<file path="src/rtl/serial_addsub_pkg.sv">
// Shared types and helpers for the bit-serial adder/subtractor.
// Holds the FSM state encoding and the bit-counter width rule.
// No logic of its own; imported by serial_addsub.
package serial_addsub_pkg;

  typedef enum logic [1:0] {
    IDLE  = 2'd0,
    SHIFT = 2'd1,
    DONE  = 2'd2
  } state_t;

  // A counter over N bit positions needs clog2(N) bits, but never fewer than one.
  function automatic int cnt_width(input int n);
    return (n > 1) ? $clog2(n) : 1;
  endfunction

endpackage

</file>
<file path="src/rtl/full_adder_bit.sv">
// One-bit full adder cell, shared with the parallel ripple adder.
// Latency: purely combinational.
// Backpressure: none, no handshake.
module full_adder_bit (
  input  logic a,
  input  logic b,
  input  logic cin,
  output logic s,
  output logic cout
);

  // Sum is odd parity; carry is the majority of the three inputs.
  always_comb begin
    s    = a ^ b ^ cin;
    cout = (a & b) | (a & cin) | (b & cin);
  end

endmodule

</file>
<file path="src/rtl/serial_addsub.sv">
// Bit-serial N-bit adder/subtractor, bit-exact with the parallel ripple unit.
// Latency: out_valid rises N clocks after the accepting edge; one op per N+2 clocks.
// Backpressure: operands taken only in IDLE; result held in DONE until out_ready.
module serial_addsub
  import serial_addsub_pkg::*;
#(
  parameter int N = 4
) (
  input  logic         clk,
  input  logic         rst,
  input  logic         in_valid,
  output logic         in_ready,
  input  logic [N-1:0] a,
  input  logic [N-1:0] b,
  input  logic         sub,
  input  logic         carry_in,
  output logic         out_valid,
  input  logic         out_ready,
  output logic [N-1:0] result,
  output logic         carry_out,
  output logic         overflow
);

  localparam int            CW   = cnt_width(N);
  localparam logic [CW-1:0] LAST = CW'(N - 1);

  state_t          r_state;
  state_t          w_next;
  logic [CW-1:0]   r_cnt;
  logic [N-1:0]    r_a_sr;
  logic [N-1:0]    r_b_sr;
  logic [N-1:0]    r_res;
  logic [N-1:0]    w_res_shift;
  logic            r_carry;
  logic            r_cmsb;
  logic            w_sum;
  logic            w_cout;
  logic            w_last;

  assign w_last = (r_cnt == LAST);

  // Single full adder works on the current LSB of both operand shift registers.
  full_adder_bit u_fa (
    .a    (r_a_sr[0]),
    .b    (r_b_sr[0]),
    .cin  (r_carry),
    .s    (w_sum),
    .cout (w_cout)
  );

  // Result fills from the top so that after N shifts bit 0 sits at the LSB.
  always_comb begin
    w_res_shift        = r_res >> 1;
    w_res_shift[N-1]   = w_sum;
  end

  // State register; reset aborts any operation in flight.
  always_ff @(posedge clk or posedge rst) begin
    if (rst) r_state <= IDLE;
    else     r_state <= w_next;
  end

  // Next-state: accept in IDLE, shift N bits, hold in DONE until drained.
  always_comb begin
    w_next = r_state;
    case (r_state)
      IDLE:    if (in_valid)  w_next = SHIFT;
      SHIFT:   if (w_last)    w_next = DONE;
      DONE:    if (out_ready) w_next = IDLE;
      default:                w_next = IDLE;
    endcase
  end

  // Outputs: results are only exposed in DONE, zero otherwise.
  always_comb begin
    in_ready  = (r_state == IDLE);
    out_valid = (r_state == DONE);
    result    = (r_state == DONE) ? r_res : '0;
    carry_out = (r_state == DONE) & r_carry;
    overflow  = (r_state == DONE) & (r_cmsb ^ r_carry);
  end

  // Datapath: load operands (B pre-inverted for subtract), then one bit per clock.
  always_ff @(posedge clk or posedge rst) begin
    if (rst) begin
      r_cnt   <= '0;
      r_a_sr  <= '0;
      r_b_sr  <= '0;
      r_res   <= '0;
      r_carry <= 1'b0;
      r_cmsb  <= 1'b0;
    end else begin
      case (r_state)
        IDLE: begin
          if (in_valid) begin
            r_a_sr  <= a;
            r_b_sr  <= b ^ {N{sub}};
            r_carry <= carry_in ^ sub;
            r_cnt   <= '0;
            r_res   <= '0;
            r_cmsb  <= 1'b0;
          end
        end
        SHIFT: begin
          r_res   <= w_res_shift;
          r_carry <= w_cout;
          r_a_sr  <= r_a_sr >> 1;
          r_b_sr  <= r_b_sr >> 1;
          if (w_last) begin
            // Carry entering the MSB, needed for signed overflow.
            r_cmsb <= r_carry;
          end else begin
            r_cnt  <= r_cnt + CW'(1);
          end
        end
        default: ;
      endcase
    end
  end

endmodule

</file>
<file path="config.mk">
export PLATFORM = sky130hd
export DESIGN_NAME = serial_addsub
export DESIGN_NICKNAME = d
export VERILOG_FILES = /design/src/rtl/serial_addsub_pkg.sv /design/src/rtl/full_adder_bit.sv /design/src/rtl/serial_addsub.sv
export SDC_FILE = /design/constraint.sdc
export NUM_CORES = 1
export LEC_CHECK = 0
export CAP_MARGIN = 20
export CORE_MARGIN = 8
export CORE_UTILIZATION = 45
export DETAILED_ROUTE_END_ITERATION = 8
export HOLD_SLACK_MARGIN = 0.05
export PLACE_DENSITY = 0.75
export SYNTH_ARGS = -nofsm -noshare
export SYNTH_HDL_FRONTEND = slang
export SYNTH_SLANG_ARGS = --single-unit
</file>
<file path="constraint.sdc">
create_clock -name clk -period 2.44 [get_ports clk]
set_input_delay 0.244 -clock clk [delete_from_list [all_inputs] [get_ports clk]]
set_output_delay 0.244 -clock clk [all_outputs]
set_load 0.05 [all_outputs]
</file>
==> key figures <==
STA
  • Final Hold Vio Count: 0
  • Fmax: between 0.4 and 0.5 GHz
  • RSZ-0062 raised after global routing: false
  • Final setup fails: 0
  • Period utilization: 85.3%
  • PnR worst setup slack: around 0.36 ns
  • Worst slew pin tran: between 0.6 and 0.7 ns
  • Worst clock skew: about 0.0030 ns
  • Minimum clock period: ~2.1 ns
  • Rel. slew slack: 54.5%
  • Setup tns final: 0 ns
  • Max-slew violation count: 0

Final layout
  • Final core occ: about three fifths
  • Storage element area: 450 um^2
  • Fin nets: 137
  • Antenna Cells: 0
  • Fillers: between 150 and 200
  • Commonest non-fill, non-tap cell in the layout: dfrtp_1
  • Most frequent cells in the layout: dfrtp_1, clkdlybuf4s50_1, nand2_1
  • Multi-input combinational cell area: approximately 470 um^2
  • Layout cell share with drive strength beyond 1: ~15%
  • Synthesis-to-layout area growth: 25.9%

Pwr
  • Seq pwr share: 38.7%
  • Comb pwr share: a little under half
  • Total Power Consumption: 1.30 mW
  • Clock share of power: 14.2%
  • PD cells: between 1000 and 1500 nW/um^2
  • Psw: 510 uW
  • Worst VDD drop: roughly 0.57 mV
  • P_leak: 0.567 nW
  • Switching part of the total: approximately two fifths
  • Internal: 790 uW

Drt
  • Drt pass-1 iters: 4
  • Vias per inst: ~4.9
  • DRT iter0 DRCs: 16
  • DRT antenna net count: 0
  • Wire per inst: around 13 um
  • Drt drc: 0
  • Vias: 728
  • Total Wirelength: around 1900 um

Synthesis
  • Syn_nets: 114
  • Register area share after synthesis: roughly 46%
  • Number of synthesized flops with an enable pin: 0
  • Cells after synthesis: between 90 and 100
  • Mapped cell area: slightly below 1000 um^2
  • Netlist cell types: 31
  • Yosys warnings: 0
  • Share of flip-flops with an asynchronous set or reset after synthesis: 100%
  • Synthesized area per cell: 10.0 um^2
  • Synthesized flop and latch total: 18
  • Prevailing post-synth register cell: dfrtp_1

CTS
  • H-tree Lvls: 1
  • Clock-pin slew on the worst setup and hold paths: approximately 0.10 ns
  • Clk sinks: 18
  • Clock root cell: clkbuf_4
  • Clk Latency, worst-skew pair: 0.29 ns
  • Post-CTS Hold Fix Bufs: 0
  • Post-CTS sizing: 0
  • CTS tree: built
  • TritonCTS Buffers: 3
  • Maximum root-to-sink buffer count: 2
  • Post-CTS setup buffers: 0

Global routing
  • Number of global-route vias before repair: 769
  • Largest net degree at the start of global routing: 19
  • GRT overflow: 0
  • Antenna violations before repair: 0
  • Total Routing Usage GR: between 10% and 20%
  • First-pass GRT wire length: ~3300 um

Floorplanning
  • Initial Util: between 40 and 50%
  • Core area: between 2000 and 2500 um^2
  • Die width: 62.7 um
  • Die area: roughly 3900 um^2
  • Die extent in y: about 63 um
  • Rows: 17
  • Io pins: 22

Place
  • Setup WS pre-CTS: about 0.7 ns
  • Routability Congestion: about 0.70
  • Detailed Place HPWL: ~1400 um
  • # port buffers: 21

Critical path
  • Worst-path maximum fanout: 15
  • Crit path from: r_state[1]
  • FF-to-FF End: r_carry
  • Critical Path Start Type: register
  • WP data arrival: between 1.5 and 2 ns
  • R2r setup slk: about 1.1 ns
  • Kind of critical path: reg2out
  • Worst EP required: between 2 and 2.5 ns
  • FF-to-FF path depth: 4
  • Crit path capture type: primary output
  • Setup crit end: in_ready
  • Reg-to-reg startpoint: r_state[0]

Worst hold path
  • Tightest Hold Check Type: in2async

Run status
  • Outcome: completed

Flow run
  • Max-Cap Viols: 0
-- layout make-up --
cell class	instances	share of cell area, %
multi-input combinational	67	37.9
inverter	8	2.43
timing repair buffer	23	17.4
tap	28	2.84
sequential	18	36.5
clock buffer	4	2.94
-- worst min-delay path by stage --
stage                end  slack [ns]  cells past startpoint
6_report          r_cmsb        0.34                      2
5_1_grt           r_cmsb        0.40                      2
4_1_cts        r_a_sr[2]        0.36                      2
3_5_place_dp    r_res[0]        0.48                      1
3_3_place_gp   r_a_sr[0]        0.47                      2
2_1_floorplan  r_a_sr[0]        0.18                      1
-- state kept, by name, summed over array words and instances (netlist names) --
register  flops
r_a_sr        4
r_b_sr        4
r_res         4
r_cnt         2
r_state       2
r_carry       1
r_cmsb        1
-- synth_stat cells (2+ instances only) --
library cell,count,area [um^2]
a21oi_1,3,15.0
a22o_1,5,43.8
and2_1,4,25.0
and3b_1,3,26.3
buf_2,2,10.0
dfrtp_1,18,450
inv_1,8,30.0
nand2_1,14,52.6
nand2b_1,4,25.0
nand3b_1,3,22.5
nor2_1,2,7.51
o211ai_2,3,37.5
o21ai_1,6,30.0
xnor2_1,6,52.6
-- metal layers --
metal | track usage, % | vias to the layer above | wire (um) | part of all wire, %
met5 | 0 | - | 0 | 0
li1 | - | 371 | - | -
met2 | 15.9 | 19 | 840 | 45
met3 | 3.41 | 4 | 118 | 6.3
met1 | 12.4 | 334 | 876 | 47
met4 | 5.13 | 0 | 29 | 1.6
-- power by group through the flow --
stage | logic (mW) | registers, mW | clock network [mW]
final | 0.612 | 0.503 | 0.185
after global placement | 0.607 | 0.505 | 0
after detailed placement | 0.617 | 0.509 | 0
after floorplan | 0.508 | 0.489 | 0
after CTS | 0.620 | 0.503 | 0.189
after global routing | 0.689 | 0.519 | 0.203
-- kinds of logic (layout without fill, tap and decap cells) --
logic type,Yosys count,after routing,share of synthesized area (%)
simple gates,34,34,18.8
compound gates,24,24,19.3
flops,18,18,45.9
buf+inv,13,35,6.38
xor+xnor,6,6,5.36
fa+ha+maj,2,2,3.32
mux,1,1,1.02
-- worst max-delay path, cell delays in order, from the launching register on --
cell	delay, ns
dfrtp_1	0.39
buf_4	0.18
nor2_2	0.15
clkdlybuf4s50_1	0.82
-- stage by stage --
step / hold WS (ns) / instances / instance area, um^2
global route: 0.400 / 148 / 1230
global placement: 0.474 / 144 / 1200
detailed placement: 0.478 / 144 / 1200
CTS: 0.361 / 148 / 1230
finish: 0.340 / 148 / 1230
floorplan: 0.183 / 98 / 981
(Power assumes the default switching activity.)
